## src/rtl/css_mcu0_dmi_arb_pkg.sv

```systemverilog
// Shared types and constants for the MCU DMI request arbiter.
package css_mcu0_dmi_arb_pkg;

  localparam int unsigned DMI_AW = 7;
  localparam int unsigned DMI_DW = 32;

  typedef enum logic [1:0] {
    StIdle,
    StIssue,
    StWait
  } dmi_arb_state_e;

  typedef struct packed {
    logic              wr_en;
    logic [DMI_AW-1:0] addr;
    logic [DMI_DW-1:0] wdata;
  } dmi_cmd_t;

endpackage

```

## src/rtl/css_mcu0_dmi_rr_pick.sv

```systemverilog
// Two-way round-robin picker: a lone requester always wins, a tie goes to the
// port that was not granted last. Purely combinational.
module css_mcu0_dmi_rr_pick (
  input  logic [1:0] valid,
  input  logic       last_grant,
  output logic [1:0] grant
);

  // One-hot grant from the request vector and the previous winner
  always_comb begin
    grant    = 2'b00;
    grant[0] = valid[0] & (~valid[1] | last_grant);
    grant[1] = valid[1] & (~valid[0] | ~last_grant);
  end

endmodule

```

## src/rtl/css_mcu0_dmi_req_arbiter.sv

```systemverilog
// Shares the MCU DMI upstream port between the JTAG DTM (port 0) and the SoC
// debug master (port 1). One command in flight; the winner is replayed as a
// single-cycle dmi_en pulse and its read data returned RD_LAT cycles later.
module css_mcu0_dmi_req_arbiter
  import css_mcu0_dmi_arb_pkg::*;
#(
  parameter int unsigned RD_LAT = 1
) (
  input  logic              clk,
  input  logic              rst_l,

  input  logic              req0_valid,
  output logic              req0_ready,
  input  logic              req0_wr_en,
  input  logic [DMI_AW-1:0] req0_addr,
  input  logic [DMI_DW-1:0] req0_wdata,
  output logic              rsp0_valid,
  output logic [DMI_DW-1:0] rsp0_rdata,

  input  logic              req1_valid,
  output logic              req1_ready,
  input  logic              req1_wr_en,
  input  logic [DMI_AW-1:0] req1_addr,
  input  logic [DMI_DW-1:0] req1_wdata,
  output logic              rsp1_valid,
  output logic [DMI_DW-1:0] rsp1_rdata,

  output logic              dmi_en,
  output logic              dmi_wr_en,
  output logic [DMI_AW-1:0] dmi_addr,
  output logic [DMI_DW-1:0] dmi_wdata,
  input  logic [DMI_DW-1:0] dmi_rdata,

  output logic              busy
);

  localparam logic [1:0] LatInit = 2'(RD_LAT);

  dmi_arb_state_e    state_q;
  dmi_cmd_t          cmd_q;
  dmi_cmd_t          acc_cmd;
  logic              owner_q;
  logic              last_grant_q;
  logic [1:0]        lat_cnt_q;
  logic              dmi_en_q;
  logic              dmi_wr_en_q;
  logic              rsp0_valid_q;
  logic              rsp1_valid_q;
  logic [DMI_DW-1:0] rsp0_rdata_q;
  logic [DMI_DW-1:0] rsp1_rdata_q;

  logic [1:0]        req_valid;
  logic [1:0]        grant;
  logic              accept;
  logic              capture;
  logic [DMI_DW-1:0] cap_data;

  assign req_valid = {req1_valid, req0_valid};

  css_mcu0_dmi_rr_pick u_rr_pick (
    .valid      (req_valid),
    .last_grant (last_grant_q),
    .grant      (grant)
  );

  // Handshake, winner payload mux and read-data capture decode
  always_comb begin
    req0_ready    = (state_q == StIdle) & grant[0];
    req1_ready    = (state_q == StIdle) & grant[1];
    accept        = req0_ready | req1_ready;
    acc_cmd.wr_en = grant[1] ? req1_wr_en : req0_wr_en;
    acc_cmd.addr  = grant[1] ? req1_addr  : req0_addr;
    acc_cmd.wdata = grant[1] ? req1_wdata : req0_wdata;
    // Zero latency samples in the strobe cycle itself; otherwise the last WAIT cycle
    capture       = ((state_q == StIssue) && (RD_LAT == 0)) ||
                    ((state_q == StWait) && (lat_cnt_q == 2'd1));
    cap_data      = cmd_q.wr_en ? '0 : dmi_rdata;
  end

  // Command FSM with registered strobe and response outputs
  always_ff @(posedge clk or negedge rst_l) begin
    if (!rst_l) begin
      state_q      <= StIdle;
      cmd_q        <= '0;
      owner_q      <= 1'b0;
      last_grant_q <= 1'b1;
      lat_cnt_q    <= 2'd0;
      dmi_en_q     <= 1'b0;
      dmi_wr_en_q  <= 1'b0;
      rsp0_valid_q <= 1'b0;
      rsp1_valid_q <= 1'b0;
      rsp0_rdata_q <= '0;
      rsp1_rdata_q <= '0;
    end else begin
      dmi_en_q     <= 1'b0;
      dmi_wr_en_q  <= 1'b0;
      rsp0_valid_q <= capture & ~owner_q;
      rsp1_valid_q <= capture & owner_q;
      if (capture && !owner_q) rsp0_rdata_q <= cap_data;
      if (capture && owner_q)  rsp1_rdata_q <= cap_data;

      case (state_q)
        StIdle: begin
          if (accept) begin
            cmd_q        <= acc_cmd;
            owner_q      <= grant[1];
            last_grant_q <= grant[1];
            dmi_en_q     <= 1'b1;
            dmi_wr_en_q  <= acc_cmd.wr_en;
            state_q      <= StIssue;
          end
        end
        StIssue: begin
          lat_cnt_q <= LatInit;
          state_q   <= (RD_LAT == 0) ? StIdle : StWait;
        end
        StWait: begin
          lat_cnt_q <= lat_cnt_q - 2'd1;
          if (lat_cnt_q == 2'd1) state_q <= StIdle;
        end
        default: state_q <= StIdle;
      endcase
    end
  end

  assign dmi_en     = dmi_en_q;
  assign dmi_wr_en  = dmi_wr_en_q;
  assign dmi_addr   = cmd_q.addr;
  assign dmi_wdata  = cmd_q.wdata;
  assign busy       = (state_q != StIdle);
  assign rsp0_valid = rsp0_valid_q;
  assign rsp1_valid = rsp1_valid_q;
  assign rsp0_rdata = rsp0_rdata_q;
  assign rsp1_rdata = rsp1_rdata_q;

endmodule

```

## config.mk

```make
export PLATFORM = sky130hd
export DESIGN_NAME = css_mcu0_dmi_req_arbiter
export DESIGN_NICKNAME = d
export VERILOG_FILES = /design/src/rtl/css_mcu0_dmi_arb_pkg.sv /design/src/rtl/css_mcu0_dmi_rr_pick.sv /design/src/rtl/css_mcu0_dmi_req_arbiter.sv
export SDC_FILE = /design/constraint.sdc
export NUM_CORES = 1
export LEC_CHECK = 0
export ABC_CLOCK_PERIOD_IN_PS = 4800
export BUFFER_PORTS_ARGS = -buffer_cell sky130_fd_sc_hd__buf_2
export CORE_MARGIN = 2
export CORE_UTILIZATION = 53
export CTS_BUF_LIST = sky130_fd_sc_hd__clkbuf_8
export DETAILED_ROUTE_END_ITERATION = 12
export GPL_TIMING_DRIVEN = 0
export PLACE_DENSITY = 0.88
export SLEW_MARGIN = 20
export SYNTH_ARGS = -nofsm -noshare
export SYNTH_HDL_FRONTEND = slang
export SYNTH_SLANG_ARGS = --single-unit
```

## constraint.sdc

```tcl
create_clock -name clk -period 4.8 [get_ports clk]
set_input_delay 0.96 -clock clk [delete_from_list [all_inputs] [get_ports clk]]
set_output_delay 0.96 -clock clk [all_outputs]
set_load 0.01 [all_outputs]
```

**After elaboration in Yosys (flattened, before gate mapping)**

Cells that the tools add are included.

- Bits in registers: 114
- Output and inout bits: 110
- Word-level logic and storage cells: 53

- Add/subtract/negate cells: 1
- Eq/ne operators: 5
- Mux-type cells: 12
- Bitwise gates (word level): 13
- Reductions and logical operators: 9

Operators by type and width:

| kind | count |
|---|---|
| $mux 32 | 2 |
| $mux 7 | 1 |
| $and 1x1->1 | 6 |
| $pmux 2 s3 | 1 |
| $mux 1 | 5 |
| $eq 2x1->1 const B | 2 |
| $mux 2 | 2 |
| $not 1->1 | 4 |
| $pmux 2 s2 | 1 |
| $reduce_and 2->1 | 2 |
| $reduce_bool 2->1 | 2 |
| $logic_and 1x1->1 | 3 |
| $or 1x1->1 | 3 |
| $eq 2x2->1 const B | 1 |
| $logic_not 2->1 | 1 |
| $ne 2x1->1 const B | 1 |
| $ne 2x2->1 const B | 1 |
| $sub 2x1->2 const B | 1 |
| $logic_not 1->1 | 1 |

**Depth between registers and ports, before layout**

Gate-level depths: netlist of run 1.

- Depth in word-level cells: 7
- Depth in mapped cells: 7
- Mapped depth without buffers: 5

**Modules after synthesis**

Synthesis of run 1 repeated with hierarchy kept, for this count alone.

- Cells, all modules: 494
- Area total of the unflattened synthesis: 5,009.8 um^2

By module, submodules not included:

| module | times used | cells an instance | area an instance (um^2) | sequential area each (um^2) |
|---|---|---|---|---|
| css_mcu0_dmi_req_arbiter | 1 | 491 | 4,991.0 | 2,854.0 |
| css_mcu0_dmi_rr_pick | 1 | 3 | 18.8 | 0.0 |

**Least setup slack after synthesis of run 1**

Ideal clock, no wire load.

- Path kind: input-to-output
- From: input req1_valid
- To: output req1_ready
- Data arrival time: 1.612 ns
- Data required time: 3.840 ns
- Path slack: 2.228 ns
- Stages on the path: 4
- Buffers on the path: 2
- Cells stage by stage: a21boi_1 buf_4 buf_4 and2_1

- Cells in the longest elaborated chain, start to end: 2

Ends and longest elaborated chain:

| what | line | source |
|---|---|---|
| start, declared | css_mcu0_dmi_req_arbiter.sv:20 | `input logic req1_valid,` |
| $and 1x1->1 | css_mcu0_dmi_rr_pick.sv:13 | `grant[1] = valid[1] & (~valid[0] \| ~last_grant);` |
| $and 1x1->1 | css_mcu0_dmi_req_arbiter.sv:69 | `req1_ready = (state_q == StIdle) & grant[1];` |
| end, declared | css_mcu0_dmi_req_arbiter.sv:21 | `output logic req1_ready,` |

No other way between the ends.

**Final worst setup path of run 1**

- From: register state_q[0]
- To: output req0_ready

- Cells in the longest elaborated chain, start to end: 2

Ends and longest elaborated chain:

| what | line | source |
|---|---|---|
| start, declared | css_mcu0_dmi_req_arbiter.sv:39 | `dmi_arb_state_e state_q;` |
| start signal, assigned | css_mcu0_dmi_req_arbiter.sv:83 | `state_q <= StIdle;` |
| start signal, assigned | css_mcu0_dmi_req_arbiter.sv:110 | `state_q <= StIssue;` |
| start signal, assigned | css_mcu0_dmi_req_arbiter.sv:115 | `state_q <= (RD_LAT == 0) ? StIdle : StWait;` |
| $logic_not 2->1 | css_mcu0_dmi_req_arbiter.sv:68 | `req0_ready = (state_q == StIdle) & grant[0];` |
| $and 1x1->1 | css_mcu0_dmi_req_arbiter.sv:68 |  |
| end, declared | css_mcu0_dmi_req_arbiter.sv:13 | `output logic req0_ready,` |

No other way between the ends.

==> impl_results.md, run 1 <==
* Status: complete, no violations
* Synth Register Bits at 114
* Site row count at 35
* CTS Sinks at 114
* Area delta synth->final at 34.0%
* Multi-input gate area at 0.00174 mm²
* Pleak at 3.58 nW
* Top Family by Delay on Critical Path: buffers and inverters
* CP max FO at 10
* Global Route met1 Usage at 0.311
* Clock transition at path regs at 0.07 ns
* R2R depth at 7
* GR Util met3 at 0.0896
* DRT Wirelength at 14200 µm
* Via count of the routed design at 4672
* R2r endpoint: rsp1_rdata[19]
* Core area at 0.00933 mm²
* Layout cells sized above 1 at 0.412
* Starting density of the core at 0.549
* Post-Synth XOR/XNOR Area at 0
* Main synth FF type: dfrtp_1
* Power Density at 664 mW/mm²
* Inst Count DP at 861
* Ant. Diodes at 0
* Top cell type's share of synthesized area at 0.552
* Post-DP HPWL at 10900 µm
* Synth cell count leaders: dfrtp_1 (113), nand2_1 (96), o21ai_0 (66), buf_4 (44), mux2i_1 (41)
* DRC viols at 0
* Fin cells at 893
* Most Crowded Layer GR: met2
* Mapped cell area at 0.00512 mm²
* Max incr delay on CP at 0.40 ns
* Max-slew headroom at 0.664
* Largest net degree at the start of global routing at 71
* Synth Area in Compound Gates at 0.159
* Avg WL per Cell at 15.9 µm
* First-pass GRT wire length at 22300 µm
* DR pass1 iterations at 5
* GRT overflow at 0
* Multiplexer share of the synthesized area at 0.0867
* Period utilisation layout at 0.664
* Hold buffers post-CTS at 0
* CP arrival at 2.23 ns
* Cell with the most instances after synthesis: dfrtp_1
* Skew final at 0.0143 ns
* Worst path most repeated cell: clkbuf_1
* GR Util met2 at 0.501
* Clock Tree Root: clkbuf_8
* Synth Area per Inst at 10.1 µm²
* Die height at 102 µm
* EDFF count, synth at 0
* Buf/Inv on CP at 4
* Worst Hold Class: in2async
* IO buf count at 225
* Worst r2r src: state_q[0]
* Postcts setup bufs at 0
* Starting DRT DRC Count at 107
* Worst setup path class: reg2out
* Via/cell ratio at 5.23
* CP startpoint kind: flop
* Peak VDD IR at 330 µV
* Dominant combinational cell family by area after synthesis: compound AO/OA/AOI/OAI gates
* Total CTS buffers at 17
* Vias in the first global route at 4731
* Worst Path Required at 3.84 ns
* Register area share after synthesis at 0.557
* # resized after CTS at 0
* ANT nets after route at 0
* Setup TNS at 0 ns
* I/O pin total at 226
* Final Hold Violating Endpoints at 0
* NumNets Final at 872
* Synth cell types at 28
* H-tree Lvls at 4
* FF-to-FF setup slack at 2.88 ns
* Sequential cell area at 0.00285 mm²
* Fillcell total at 702
* Crit-path cells: inv_1, ha_1, clkbuf_1, clkbuf_1, and3_1, buf_2
* Final min period at 3.19 ns
* RSZ-0062 raised after global routing: false
* Synth warn at 0
* Max clock buf depth at 2
* Slew Limit Fails at 0
* Initial antenna violation count at 1
* Syn Nets at 627
* FFs w/ async S/R, synth at 1.00
* CP endpoint kind: primary output
* Final setup viols at 0
* Die area at 0.0105 mm²
* Mapped Cells at 506
* Final Wtd Congestion at 0.836
* Fmax achieved at 314 MHz
* Simple-Gate Fraction of Synth Area at 0.0816
* Die Wd at 102 µm
* Yosys top cell by area: dfrtp_1
* Post-synthesis adder-cell area fraction at 0.0122
* Clock latency on the worst-skew pair at 0.42 ns
* Worst slew pin tran at 0.505 ns
* Max-cap violations at 0
* Critical path's slowest cell: clkbuf_1
* Top post-synthesis cells by area: dfrtp_1 (55%), mux2i_1 (8.0%), nand2_1 (7.0%)
* CTS tree: built
* GRT Util Overall at 0.276
-- placed cells by master, fill, tap and decap left out, types with 2 or more instances in the layout --
cell        instances
clkbuf_8           19
buf_1               2
clkbuf_1           23
clkinvlp_4          4
a21oi_1            40
dfrtp_1           113
a31oi_1            39
clkinv_4            2
inv_1               9
bufinv_16           3
mux2_2              2
nand3_1             3
buf_2             230
ha_1                5
o21ai_0            66
o21a_1              2
clkinv_2            2
buf_4              44
mux2i_1            41
nand2_1            96
buf_6               5
-- final cells by class --
type | instances | area share
clock inverter | 13 | 0.0233
tap | 129 | 0.0235
sequential | 114 | 0.416
inverter | 8 | 0.00437
clock buffer | 19 | 0.0381
buffer | 79 | 0.0727
multi-input combinational | 305 | 0.253
timing repair buffer | 226 | 0.169
-- state kept, by name, summed over array words and instances (netlist names), 2 cells and up --
| register | cells |
|---|---|
| dmi_wdata | 32 |
| rsp0_rdata | 32 |
| rsp1_rdata | 32 |
| dmi_addr | 7 |
| lat_cnt_q | 2 |
| state_q | 2 |
-- worst register-to-register path, cell delays in order (launching register included) --
cell and delay, ns:
dfrtp_1 0.35, inv_1 0.08, ha_1 0.26, nand3_1 0.13, clkbuf_1 0.34, clkbuf_1 0.44
nand2_1 0.13, o21ai_0 0.10
-- per-stage QoR --
stage               total power, W  utilization  worst slack, ns  hold WS [ns]  area [µm²]
CTS                        0.00457        0.736             1.60         0.469        6870
floorplan                  0.00285            -             2.23         0.485        5120
finish                     0.00456        0.736             1.61         0.468        6870
global route               0.00489        0.736             1.39         0.466        6870
global placement           0.00353        0.687             1.51         0.457        6410
detailed placement         0.00363        0.691             1.92         0.467        6440
-- cell families after synthesis --
group	count (synthesis)
AO/OA/AOI/OAI	150
adder cells (fa/ha/maj)	5
buffers and inverters	87
flip-flops	114
multiplexers	44
AND/OR/NAND/NOR	106
-- per-layer routing --
layer | vias to the layer above | part of all wire
li1 | 2192 | -
met2 | 237 | 0.52
met5 | - | 0.00091
met1 | 2211 | 0.38
met4 | 2 | 0.017
met3 | 30 | 0.081
-- worst max-delay path by stage --
stage | from | to | cells after the start
4_1_cts | state_q[0] | req0_ready | 6
2_1_floorplan | req1_valid | req1_ready | 4
6_report | state_q[0] | req0_ready | 6
5_1_grt | state_q[1] | req0_ready | 6
3_3_place_gp | rst_l | dmi_wdata[10] | 1
3_5_place_dp | req1_valid | req1_ready | 6
-- power breakdown --
part	internal (W)	total [W]	switching, W
registers	0.00138	0.00161	0.000233
logic	0.000870	0.00201	0.00114
clock network	0.000540	0.000940	0.000400
total	0.00279	0.00456	0.00177
(Power assumes the default switching activity.)
==> run 2, diff against run 1 <==
- ABC_AREA: default -> 1
- ABC_CLOCK_PERIOD_IN_PS: 4800 -> 2900
- CORE_UTILIZATION: 53 -> 45
- PLACE_DENSITY: 0.88 -> 0.78
- clock period: 4.8 -> 2.9 ns (I/O delays scaled with it)
==> run 2 against run 1 <==
Against the previous run:
- global-route usage down 6.0 points
- combinational power up 67%
- critical path depth down 1
- total power rose by 64%
- clock power grew 52%
- register-to-register slack got worse by 1.8 ns
- sequential power is 68% higher
- synthesized area is 8.5% higher
- final area grew 6.1%
- count of clock-buffer cells in the layout grew 1
- critical path type unchanged
- critical endpoint unchanged
- largest power group unchanged
==> impl_results.md, run 2 <==
* Max-cap violations at 0 (unchanged)
* Vias in the first global route at 4852 (+2.6%)
* Register area share after synthesis at 0.514 (-0.0434)
* H-tree Lvls at 4 (unchanged)
* Syn Nets at 851 (+36%)
* Largest net degree at the start of global routing at 63 (-11%)
* Yosys top cell by area: dfrtp_1
* Top Family by Delay on Critical Path: flip-flops
* Pleak at 4.37 nW (+22%)
* Die height at 115 µm (+13%)
* Period utilisation layout at 0.711
* Cell with the most instances after synthesis: nand2_1
* Worst Path Required at 2.32 ns (-1.52 ns)
* Peak VDD IR at 483 µV (+46%)
* WP depth at 5 (-1)
* Max-slew headroom at 0.613 (-0.0505)
* Synth Register Bits at 114 (unchanged)
* Mapped cell area at 0.00556 mm² (+8.5%)
* Total CTS buffers at 17 (unchanged)
* ANT nets after route at 0 (unchanged)
* Pre-CTS WS at 1.12 ns (-0.798 ns)
* Layout cells sized above 1 at 0.332 (-0.0803)
* Max clock buf depth at 2 (unchanged)
* EDFF count, synth at 0 (unchanged)
* Fin area at 0.00728 mm² (+6.1%)
* Max incr delay on CP at 0.40 ns (about the same)
* Via/cell ratio at 4.50 (-14%)
* DRT Wirelength at 13900 µm (-2.6%)
* CTS Sinks at 114 (unchanged)
* Synth cell count leaders: nand2_1 (319), dfrtp_1 (113), inv_1 (107), o21ai_0 (63), buf_4 (45)
* Initial antenna violation count at 0 (-1)
* Clock Tree Root: clkbuf_8
* Final Wtd Congestion at 0.828 (-0.92%)
* Fin cells at 1132 (+27%)
* Highest-count cells in the layout ignoring fill and taps: nand2_1 (319), buf_2 (241), dfrtp_1 (113), inv_1 (107), o21ai_0 (63)
* Synth warn at 0 (unchanged)
* Avg WL per Cell at 12.3 µm (-23%)
* Final setup viols at 0 (unchanged)
* Skew final at 0.0110 ns (-0.00329 ns)
* Post-route setup slack at 0.838 ns (-0.773 ns)
* CTS tree: built
* CP endpoint kind: primary output
* Hold buffers post-CTS at 0 (unchanged)
* DR pass1 iterations at 5 (unchanged)
* Ant. Diodes at 0 (unchanged)
* Die area at 0.0133 mm² (+27%)
* Final min period at 2.06 ns
* Worst Hold Class: in2async
* GRT Util Overall at 0.216 (-0.0602)
* I/O pin total at 226 (unchanged)
* Area delta synth->final at 31.1%
* Main synth FF type: dfrtp_1
* Slew Limit Fails at 0 (unchanged)
* First-pass GRT wire length at 22600 µm (+1.2%)
* CP startpoint kind: flop
* Starting density of the core at 0.463 (-0.0867)
* Critical path's slowest cell: dfrtp_1
* DRC viols at 0 (unchanged)
* Worst setup path class: reg2out
* Final Hold Violating Endpoints at 0 (unchanged)
* Inst Count DP at 1103 (+28%)
* Mapped Cells at 730 (+44%)
* Synth cell types at 20 (-29%)
* Fillcell total at 1116 (+59%)
* Die Wd at 115 µm (+13%)
* # resized after CTS at 0 (unchanged)
* R2R depth at 6 (-1)
* Starting DRT DRC Count at 350 (+230%)
* GRT overflow at 0 (unchanged)
* Postcts setup bufs at 0 (unchanged)
* Status: complete, no violations
* NumNets Final at 1096 (+26%)
* Post-DP HPWL at 10400 µm (-4.6%)
* Clock transition at path regs at 0.07 ns (about the same)
* Commonest non-fill, non-tap cell in the layout: nand2_1
* Synth Area per Inst at 7.61 µm² (-25%)
* CP max FO at 4 (-6)
* Top cell type's share of synthesized area at 0.509 (-0.0430)
* Clock latency on the worst-skew pair at 0.41 ns (about the same)
* CP arrival at 1.48 ns (-0.75 ns)
* Worst slew pin tran at 0.581 ns (+0.0758 ns)
* Fmax achieved at 485 MHz
* Core area at 0.0120 mm² (+29%)
* Top post-synthesis cells by area: dfrtp_1 (51%), nand2_1 (22%), inv_1 (7.2%)
* Via count of the routed design at 5095 (+9.1%)
* Placed Area at 0.00690 mm² (+7.1%)
* IO buf count at 225 (unchanged)
* FFs w/ async S/R, synth at 1.00 (unchanged)
* Power Density at 1030 mW/mm² (+55%)
* Buf/Inv on CP at 2 (-2)
* Crit-path cells: inv_1, ha_1, nand2_1, nor2_1, buf_2
* RSZ-0062 raised after global routing: false
* Site row count at 40 (+14%)
## run 2: changes by cell type after synthesis, moves of 33 or more
cell / previous run / this run
inv_1: 8 / 107
a31oi_1: 39 / 0
a21oi_1: 40 / 0
mux2i_1: 41 / 0
nand2_1: 96 / 319
nor2_1: 1 / 34
## run 2: worst paths after layout
| check | from | to | slack (ns) |
|---|---|---|---|
| setup / recovery | state_q[0] | req0_ready | 0.84 |
| hold / removal | rst_l | rsp0_valid | 0.15 |
| setup reg to reg | state_q[0] | rsp1_rdata[20] | 1.12 |
| hold reg to reg | dmi_addr[3] | dmi_addr[3] | 0.47 |
| max in group asynchronous | rst_l | last_grant_q | 2.02 |
| min in group clk | req1_wdata[25] | dmi_wdata[25] | 0.46 |
## run 2: worst reg2reg max path: stages (launching register included)
cell and delay (ns):
dfrtp_1 0.40, inv_1 0.11, ha_1 0.23, and3_1 0.20, buf_4 0.18, clkbuf_1 0.37
o21ai_0 0.16
## run 2: kinds of logic (layout without fill, tap and decap cells)
logic type      count (synthesis)  after routing  synth area share
simple gates                  361            361             0.248
buf+inv                       181            436             0.162
flops                         114            114             0.514
compound gates                 69             69            0.0651
fa+ha+maj                       5              5            0.0113
## run 2: metrics by stage
step	hold WS, ns	setup TNS, ns	util	total power [W]
after floorplan	0.284	0	-	0.00481
after global placement	0.455	-9.53	0.572	0.00602
after detailed placement	0.460	0	0.574	0.00610
after CTS	0.150	0	0.606	0.00757
after global routing	0.170	0	0.606	0.00811
final	0.154	0	0.606	0.00749
## run 2: per-layer routing
metal | global-route usage | up-vias | part of all wire
met5 | 0 | - | 0
met2 | 0.351 | 216 | 0.46
met1 | 0.279 | 2265 | 0.45
li1 | - | 2598 | -
met4 | 0.0659 | 0 | 0.014
met3 | 0.0659 | 16 | 0.077
## run 2: layout make-up
class | count | area [µm²] | share of cell area
Multi-Input combinational cell | 435 | 1800 | 0.247
Clock inverter | 9 | 109 | 0.0149
Timing Repair Buffer | 226 | 1160 | 0.159
Clock buffer | 20 | 275 | 0.0378
Buffer | 73 | 494 | 0.0679
Tap cell | 147 | 184 | 0.0253
Sequential cell | 114 | 2850 | 0.392
Inverter | 108 | 405 | 0.0557
## run 2: where the power goes
| group | internal (W) | switching (W) | total [W] | leakage [nW] |
|---|---|---|---|---|
| combinational | 0.00145 | 0.00190 | 0.00335 | 2.76 |
| clock | 0.000816 | 0.000610 | 0.00143 | 0.185 |
| sequential | 0.00233 | 0.000378 | 0.00271 | 1.42 |
| total | 0.00460 | 0.00289 | 0.00749 | 4.37 |
==> run 3, diff against run 2 <==
- ABC_CLOCK_PERIOD_IN_PS: 2900 -> 1900
- CORE_UTILIZATION: 45 -> 50
- PLACE_DENSITY: 0.78 -> 0.82
- clock period: 2.9 -> 1.9 ns (I/O delays scaled with it)
==> run 3 against run 2 <==
Against the previous run:
- flip-flop and latch count stayed put
- total power is 54% higher
- via count is 0.55% higher
- critical path depth stayed put
- sequential share of layout area is 0.18 points lower
- worst hold slack better by 0.096 ns
- non-clock buffer count is 3 higher
- largest power group unchanged
- register-to-register slack worse by 0.98 ns
- utilization is 6.9 points higher
==> impl_results.md, run 3 (synthesized netlist as in run 2, its figures left out) <==
* First-pass GRT wire length at 21800 µm (-3.7%)
* I/O pin total at 226 (unchanged)
* Max-slew headroom at 0.616 (+0.00316)
* Die area at 0.0120 mm² (-9.7%)
* Worst slew pin tran at 0.576 ns (-0.00475 ns)
* Initial antenna violation count at 0 (unchanged)
* Placed Area at 0.00689 mm² (-0.13%)
* Int Pwr at 0.00703 W (+53%)
* Fin cells at 1130 (-0.18%)
* Seq pwr share at 0.361 (about the same)
* Commonest non-fill, non-tap cell in the layout: nand2_1
* Area delta synth->final at 31.7%
* ANT nets after route at 0 (unchanged)
* Sw frac at 0.389 (+0.00324)
* Site row count at 38 (-5.0%)
* CP max FO at 4 (unchanged)
* CP endpoint kind: primary output
* Hold path cells at 5
* Final setup viols at 0 (unchanged)
* Status: complete, no violations
* Buf/Inv on CP at 3 (+1)
* Power Density at 1570 mW/mm² (+53%)
* Via count of the routed design at 5123 (+0.55%)
* IO buf count at 225 (unchanged)
* DR pass1 iterations at 4 (-1)
* Largest net degree at the start of global routing at 79 (+25%)
* Combinational Power Share at 0.449 (about the same)
* Clock share of power at 0.190 (about the same)
* Max clock buf depth at 2 (unchanged)
* Net switching power at 0.00447 W (+55%)
* GRT overflow at 0 (unchanged)
* Clock latency on the worst-skew pair at 0.42 ns (about the same)
* DRC viols at 0 (unchanged)
* Vias in the first global route at 4870 (+0.37%)
* CTS Sinks at 114 (unchanged)
* Die Wd at 109 µm (-5.0%)
* Avg WL per Cell at 12.3 µm (+0.31%)
* Via/cell ratio at 4.53 (+0.73%)
* Fillcell total at 940 (-16%)
* DRT Wirelength at 13900 µm (+0.13%)
* Worst setup path class: reg2out
* Final Hold Violating Endpoints at 0 (unchanged)
* Fin area at 0.00732 mm² (+0.46%)
* Pleak at 4.39 nW (+0.45%)
* Crit-path cells: inv_2, ha_2, nand3_4, inv_1, buf_2
* Inst Count DP at 1096 (-0.63%)
* Hold path start: req1_wdata[25]
* Max-cap violations at 0 (unchanged)
* Highest-count cells in the layout ignoring fill and taps: nand2_1 (319), buf_2 (241), dfrtp_1 (113), inv_1 (106), o21ai_0 (63)
* FF-to-FF setup slack at 0.14 ns (-0.98 ns)
* Power Total at 0.0115 W (+54%)
* Worst r2r src: state_q[0]
* Clock transition at path regs at 0.07 ns (about the same)
* Slew Limit Fails at 0 (unchanged)
* R2R depth at 6 (unchanged)
* Finished Core Util at 0.675 (+0.0686)
* Final Wtd Congestion at 0.813 (-1.8%)
* Layout cells sized above 1 at 0.337 (+0.00472)
* H-tree Lvls at 4 (unchanged)
* Worst Hold Class: in2reg
* Core area at 0.0108 mm² (-9.7%)
* NumNets Final at 1099 (+0.27%)
* Worst Setup SP: state_q[0]
* CTS tree: built
* Post-DP HPWL at 10300 µm (-1.1%)
* Peak VDD IR at 869 µV (+80%)
* CP endpoint: req1_ready
* Max incr delay on CP at 0.41 ns (about the same)
* Top Family by Delay on Critical Path: flip-flops
* WP depth at 5 (unchanged)
* CP startpoint kind: flop
* Starting DRT DRC Count at 289 (-17%)
* Clock Tree Root: clkbuf_8
* GRT Util Overall at 0.234 (+0.0179)
* CP arrival at 1.44 ns (-0.04 ns)
* Worst Path Required at 1.52 ns (-0.80 ns)
* Die height at 109 µm (-5.0%)
* Fmax achieved at 549 MHz
* Critical path's slowest cell: dfrtp_1
* R2r endpoint: rsp1_rdata[18]
* Skew final at 0.0135 ns (+0.00255 ns)
* Period utilisation layout at 0.959
* Starting density of the core at 0.512 (+0.0500)
* Final min period at 1.82 ns
* Hold Worst Slack at 0.249 ns (+0.0958 ns)
* Total CTS buffers at 17 (unchanged)
[run 3: worst register-to-register path, stage by stage (launching register included)]
cell and delay, ns:
dfrtp_1 0.41, inv_2 0.11, ha_1 0.23, and3_1 0.20, buf_4 0.18, clkbuf_1 0.33, o21ai_0 0.17
[run 3: how the worst min path moves through the flow]
stage / to / slack (ns)
6_report: dmi_wdata[25] / 0.25
5_1_grt: dmi_wdata[20] / 0.25
3_5_place_dp: rsp0_rdata[21] / 0.31
4_1_cts: dmi_wdata[20] / 0.23
3_3_place_gp: dmi_wdata[30] / 0.45
2_1_floorplan: cmd_q[39] / 0.08
[run 3: per-stage QoR]
stage | worst slack (ns) | TNS (ns)
after floorplan | 0.485 | 0
after global placement | -0.898 | -101.01
after detailed placement | 0.122 | 0
after CTS | 0.00101 | 0
after global routing | -0.00459 | -0.00522
final | 0.0786 | 0
[run 3: layer usage]
| layer | up-vias | global-route usage | part of all wire | routed length (µm) |
|---|---|---|---|---|
| met1 | 2299 | 0.285 | 0.42 | 5840 |
| met4 | 0 | 0.0705 | 0.010 | 139 |
| met3 | 12 | 0.0705 | 0.088 | 1230 |
| met5 | - | 0 | 0 | 0 |
| met2 | 204 | 0.400 | 0.48 | 6680 |
| li1 | 2608 | - | - | - |
[run 3: area by class of cell]
class / count / area [µm²] / share of cell area
sequential: 114 / 2850 / 0.390
multi-input combinational: 435 / 1820 / 0.249
timing repair buffer: 229 / 1180 / 0.162
buffer: 73 / 494 / 0.0675
inverter: 108 / 405 / 0.0554
clock buffer: 19 / 262 / 0.0357
tap: 140 / 175 / 0.0239
clock inverter: 11 / 115 / 0.0157
antenna: 1 / 2.50 / 0.000342
[run 3: power by group through the flow]
stage / Sequential, W / Combinational, W / Clock [W]
after floorplan: 0.00440 / 0.00294 / 0
after global placement: 0.00415 / 0.00501 / 0
after detailed placement: 0.00418 / 0.00512 / 0
after CTS: 0.00415 / 0.00516 / 0.00223
after global routing: 0.00429 / 0.00582 / 0.00232
final: 0.00415 / 0.00516 / 0.00219
[run 3: timing repair]
action,CTS,global route
hold buffers,1,0
endpoints found under the hold margin,36,0
setup endpoints to repair,1,6
gates resized for setup,1,5
buffers inserted,0,2
